**src/rtl/deserializer_if.sv**
```systemverilog
// deserializer_if: valid/ready stream bus for the deserializer.
// Signals: in_valid/in_ready/serial_in (serial side), out_valid/out_ready/data_out
// (frame side); in_sof/sof_err exist only when DESERIALIZER_SOF_EN is defined.
// Modports: master drives the serial input and consumes frames; slave is the deserializer.
interface deserializer_if #(parameter int SIZE = 4, parameter int WIDTH = 8);
  logic in_valid;
  logic in_ready;
  logic [WIDTH-1:0] serial_in;
  logic out_valid;
  logic out_ready;
  logic [SIZE-1:0][WIDTH-1:0] data_out;
`ifdef DESERIALIZER_SOF_EN
  logic in_sof;
  logic sof_err;
`endif
  modport master(
    output in_valid, serial_in, out_ready,
`ifdef DESERIALIZER_SOF_EN
    output in_sof, input sof_err,
`endif
    input in_ready, out_valid, data_out
  );
  modport slave(
    input in_valid, serial_in, out_ready,
`ifdef DESERIALIZER_SOF_EN
    input in_sof, output sof_err,
`endif
    output in_ready, out_valid, data_out
  );
endinterface

```
**src/rtl/deserializer.sv**
```systemverilog
// deserializer: collects SIZE words of WIDTH bits into a packed frame, word 0 first.
// Ports: clk, rst (async active-high), clear (sync flush), s (deserializer_if.slave):
// serial beats in over in_valid/in_ready/serial_in, frames out over out_valid/out_ready/data_out.
// Optional DESERIALIZER_SOF_EN adds in_sof framing and the sof_err pulse.
module deserializer #(
  parameter int SIZE = 4,
  parameter int WIDTH = 8
) (
  input logic clk,
  input logic rst,
  input logic clear,
  deserializer_if.slave s
);
  localparam int IW = $clog2(SIZE);
  localparam logic [IW-1:0] LAST = IW'(SIZE - 1);
  localparam logic [IW-1:0] ONE = IW'(1);
  typedef enum logic {FILL, HOLD} state_t;
  state_t state;
  logic [IW-1:0] idx;
  logic [SIZE-2:0][WIDTH-1:0] frame_buf;
  logic [SIZE-1:0][WIDTH-1:0] data_q;
`ifdef DESERIALIZER_SOF_EN
  logic sof_err_q;
  assign s.sof_err = sof_err_q;
`endif
  assign s.out_valid = (state == HOLD);
  assign s.in_ready = (state == FILL) | s.out_ready;
  assign s.data_out = data_q;
  always_ff @(posedge clk or posedge rst)
    if (rst) begin
      state <= FILL;
      idx <= '0;
      frame_buf <= '0;
      data_q <= '0;
`ifdef DESERIALIZER_SOF_EN
      sof_err_q <= 1'b0;
`endif
    end else begin
`ifdef DESERIALIZER_SOF_EN
      sof_err_q <= 1'b0;
`endif
      if (clear) begin
        state <= FILL;
        idx <= '0;
      end else if (state == HOLD) begin
        // a beat taken while the frame drains is always word 0 of the next frame
        if (s.out_ready) begin
          state <= FILL;
          idx <= s.in_valid ? ONE : '0;
          if (s.in_valid) frame_buf[0] <= s.serial_in;
        end
      end else if (s.in_valid) begin
`ifdef DESERIALIZER_SOF_EN
        if (s.in_sof) begin
          frame_buf[0] <= s.serial_in;
          idx <= ONE;
          sof_err_q <= (idx != '0);
        end else
`endif
        if (idx == LAST) begin
          data_q <= {s.serial_in, frame_buf};
          idx <= '0;
          state <= HOLD;
        end else begin
          for (int i = 0; i < SIZE - 1; i++)
            if (idx == IW'(i)) frame_buf[i] <= s.serial_in;
          idx <= idx + ONE;
        end
      end
    end
endmodule

```
**src/flat_wrapper.sv**
```systemverilog
// flat-port wrapper written by rule: the top's interface ports become plain ports
module deserializer_flat 
#(
  parameter int SIZE = 4,
  parameter int WIDTH = 8
)
  (clk, rst, clear, s_in_valid, s_serial_in, s_out_ready, s_in_ready, s_out_valid, s_data_out);
  deserializer_if #(.SIZE(SIZE), .WIDTH(WIDTH)) s_i ();
  input logic clk;
  input logic rst;
  input logic clear;
  input wire logic [$bits(s_i.in_valid)-1:0] s_in_valid;
  input wire logic [$bits(s_i.serial_in)-1:0] s_serial_in;
  input wire logic [$bits(s_i.out_ready)-1:0] s_out_ready;
  output wire logic [$bits(s_i.in_ready)-1:0] s_in_ready;
  output wire logic [$bits(s_i.out_valid)-1:0] s_out_valid;
  output wire logic [$bits(s_i.data_out)-1:0] s_data_out;
  assign s_i.in_valid = s_in_valid;
  assign s_i.serial_in = s_serial_in;
  assign s_i.out_ready = s_out_ready;
  assign s_in_ready = s_i.in_ready;
  assign s_out_valid = s_i.out_valid;
  assign s_data_out = s_i.data_out;
  deserializer #(.SIZE(SIZE), .WIDTH(WIDTH)) u_core (.clk(clk), .rst(rst), .clear(clear), .s(s_i));
endmodule
```
**config.mk**
```make
export PLATFORM = sky130hd
export DESIGN_NAME = deserializer_flat
export DESIGN_NICKNAME = d
export VERILOG_FILES = /design/src/rtl/deserializer_if.sv /design/src/rtl/deserializer.sv /design/src/flat_wrapper.sv
export SDC_FILE = /design/constraint.sdc
export NUM_CORES = 1
export LEC_CHECK = 0
export CORE_MARGIN = 4
export CORE_UTILIZATION = 48
export DETAILED_ROUTE_END_ITERATION = 6
export PLACE_DENSITY = 0.75
export SLEW_MARGIN = 0
export SYNTH_ARGS = -nofsm -noshare
export SYNTH_HDL_FRONTEND = slang
export SYNTH_SLANG_ARGS = --single-unit
```
**constraint.sdc**
```tcl
create_clock -name clk -period 2.03 [get_ports clk]
set_input_delay 0.3045 -clock clk [delete_from_list [all_inputs] [get_ports clk]]
set_output_delay 0.3045 -clock clk [all_outputs]
set_load 0.02 [all_outputs]
```
==> results by group <==
STA
  – F_max: 514 MHz
  – Worst-Margin Slew: 0.614 ns
  – Layout Skew: 0.00914 ns
  – TNS Setup: 0 ns
  – Final hold vios: 0
  – Min Clock Period, post-route: 1.95 ns
  – Slew margin rel.: 0.590
  – Period utilisation layout: 0.959
  – Final setup viols: 0
  – Unrepaired setup endpoints after global routing: false
  – Final Max Slew Viols: 0

Die
  – Total die area: 6170 um^2
  – Initial Util: 0.499
  – Die Wd: 78.5 um
  – Core ar.: 4790 um^2
  – Io pins: 47
  – Die Ht: 78.5 um
  – Rows: 25

Worst setup path
  – Worst endpoint data arrival time: 1.64 ns
  – Worst R2R Start: u_core.idx[0]$_DFFE_PP0P_
  – R2R Path End: u_core.frame_buf[5]$_DFFE_PP0P_
  – Startpoint type of the worst setup path: flop
  – Origin of the worst setup path: u_core.s.out_valid$_DFF_PP0_
  – Crit Path Max Fanout: 8
  – Critical Path Sink Type: primary output
  – R2r setup slk: 0.12 ns
  – FF-to-FF path depth: 4
  – Setup crit end: s_in_ready
  – Worst EP required: 1.73 ns
  – CP Class: flop to primary output

Clock tree
  – Clk Latency, worst-skew pair: 0.32 ns
  – CTS tree: yes
  – Sink Count: 59
  – Clk Tree Root Cell: clkbuf_8
  – Post-cts resize count: 0
  – Hold buffer count at cts: 0
  – CTS Buffer Depth: 2
  – CTS Buf Count: 9
  – Clock slew at reported path FFs: 0.07 ns
  – Setup Fix Bufs, Post-CTS: 0
  – H-Tree Depth: 3

GRT
  – Number of global-route vias before repair: 1,571
  – First-pass GRT wire length: 7.50 mm
  – Largest net degree at the start of global routing: 32
  – GRT Residual Overflow: 0
  – Initial antenna violation count: 0
  – Total GRT Usage: 0.160

Synthesis
  – Synth area leader: dfrtp_1
  – Synth Area in Adders: 0.0210
  – Post-synthesis xor/xnor area fraction: 0
  – Yosys warnings: 0
  – Mux share of post-synthesis cell area: 0.271
  – Synthesized area per cell: 16.7 um^2
  – Share of the synthesized area in the top cell type: 0.618
  – Syn Nets: 160
  – Area fraction in compound gates after synthesis: 0.0199
  – Sequential-to-total area share from yosys stat: 0.618
  – Synth area leaders: dfrtp_1 62%, mux2_2 25%, buf_12 2.5%
  – Synthesized flop and latch total: 59
  – Mapped cell area: 2390 um^2
  – Largest family of logic cells by synthesized area: multiplexers
  – Post-synthesis cell type count: 21
  – Post-Syn Instances: 143
  – Post-Synth Simple-Gate Area: 0.0346

Power
  – Leak: 1.41 nW
  – Maximum VDD drop: 0.000639 V
  – Pwr/cell area: 1100 nW/um^2

Cells and area
  – Area Overhead vs Synth: 30.2%
  – N_diodes: 0
  – Fillers: 348
  – Multi-input gate area in the final layout: 828 um^2
  – Layout net count: 217
  – Reg area: 1480 um^2
  – Post-layout util: 0.649
  – Share of cells above drive strength 1: 0.402
  – Finished Cell Area: 3110 um^2

Routing
  – Final Routed Wirelength: 4.36 mm
  – Vias: 1,327
  – Detail Route Antenna Nets: 0
  – Pre-antenna DRT Iters: 3
  – 1st-iter DRT viols: 58
  – WL per Instance: 16.1 um
  – DR DRC count: 0
  – Via/cell ratio: 4.90

Place
  – Placed cell area: 2920 um^2
  – IO Port Bufs: 46
  – Hpwl dp: 3.11 mm
  – GPL Wtd Cong: 0.705

Job
  – Max cap viols: 0

Worst hold path
  – Hold crit path type: primary input to asynchronous set/reset pin

Status
  – Status: complete, no violations
-- per-layer routing --
metal  vias to the layer above  global-route usage  share of wire
met3                         6              0.0413          0.033
met5                         -                   0              0
li1                        616                   -              -
met1                       679               0.186           0.42
met4                         0              0.0734          0.010
met2                        26               0.275           0.54
-- layout by cell type, fill, tap and decap left out, drive strengths merged --
cell type	count
a21boi	1
a21oi	1
and3b	1
buf	4
bufinv	1
clkbuf	11
clkdlybuf4s50	46
clkinv	2
clkinvlp	1
dfrtp	59
ha	4
inv	3
mux2	56
mux2i	1
nand2	2
nand3	2
nor2	2
nor2b	1
nor3	1
o21bai	1
o22a	1
o22ai	1
or2b	1
or3b	1
-- area by class of cell --
type	count	share of cell area
well taps	67	0.0270
multi-input cells	77	0.267
clock buffers	11	0.0455
flip-flops and latches	59	0.475
inverters	3	0.00362
repair buffers	50	0.166
clock inverters	4	0.0165
-- cells in the mapped netlist --
| library cell | count |
|---|---|
| and3b_2 | 1 |
| nand3_2 | 2 |
| or2b_1 | 1 |
| nor3_1 | 1 |
| nor2_1 | 2 |
| a21oi_1 | 1 |
| buf_12 | 3 |
| mux2_4 | 2 |
| nor2b_4 | 1 |
| or3b_4 | 1 |
| buf_6 | 1 |
| o22ai_1 | 1 |
| a21boi_4 | 1 |
| mux2i_1 | 1 |
| inv_1 | 3 |
| dfrtp_1 | 59 |
| o21bai_1 | 1 |
| nand2_1 | 2 |
| mux2_2 | 54 |
| o22a_2 | 1 |
| ha_1 | 4 |
-- cells by family after synthesis --
family / count (synthesis)
DFF: 59
muxes: 57
and+or+nand+nor: 11
buffers and inverters: 7
AOI/OAI and AO/OA: 5
adders and majority gates: 4
-- power by group --
part | total (W) | switching (W) | internal [W]
Clock | 0.00103 | 0.000435 | 0.000594
Combinational | 0.000789 | 0.000336 | 0.000452
Sequential | 0.00159 | 0.000141 | 0.00145
Total | 0.00341 | 0.000912 | 0.00250
-- sequential cells by signal, indices dropped and copies added (netlist names) --
signal / flops
u_core.s.out_valid: 1
u_core.frame_buf: 24
u_core.idx: 2
u_core.s.data_out: 32
-- worst min path at each step --
stage	cells past startpoint	slack (ns)	to	from
6_report	2	0.37	u_core.frame_buf[15]$_DFFE_PP0P_	rst
5_1_grt	2	0.44	u_core.s.data_out[31]$_DFFE_PP0P_	rst
4_1_cts	2	0.39	u_core.s.data_out[31]$_DFFE_PP0P_	rst
3_5_place_dp	1	0.49	u_core.frame_buf[13]$_DFFE_PP0P_	u_core.frame_buf[13]$_DFFE_PP0P_
3_3_place_gp	1	0.48	u_core.frame_buf[19]$_DFFE_PP0P_	u_core.frame_buf[19]$_DFFE_PP0P_
2_1_floorplan	1	0.37	u_core.idx[1]$_DFFE_PP0P_	clear
-- metrics by stage --
stage / std cells / total power (W) / hold WS [ns] / worst slack [ns]
floorplan: 143 / 0.00203 / 0.370 / 0.269
global placement: 256 / 0.00236 / 0.483 / 0.105
detailed placement: 256 / 0.00241 / 0.488 / 0.0576
CTS: 271 / 0.00344 / 0.387 / 0.0650
global route: 271 / 0.00358 / 0.436 / 0.0245
finish: 271 / 0.00341 / 0.373 / 0.0837
-- critical path, cell delays in order, from the launching register on --
cell and delay [ns]:
dfrtp_1 0.45, or2b_1 0.26, clkdlybuf4s50_1 0.63
(Power assumes the default switching activity.)
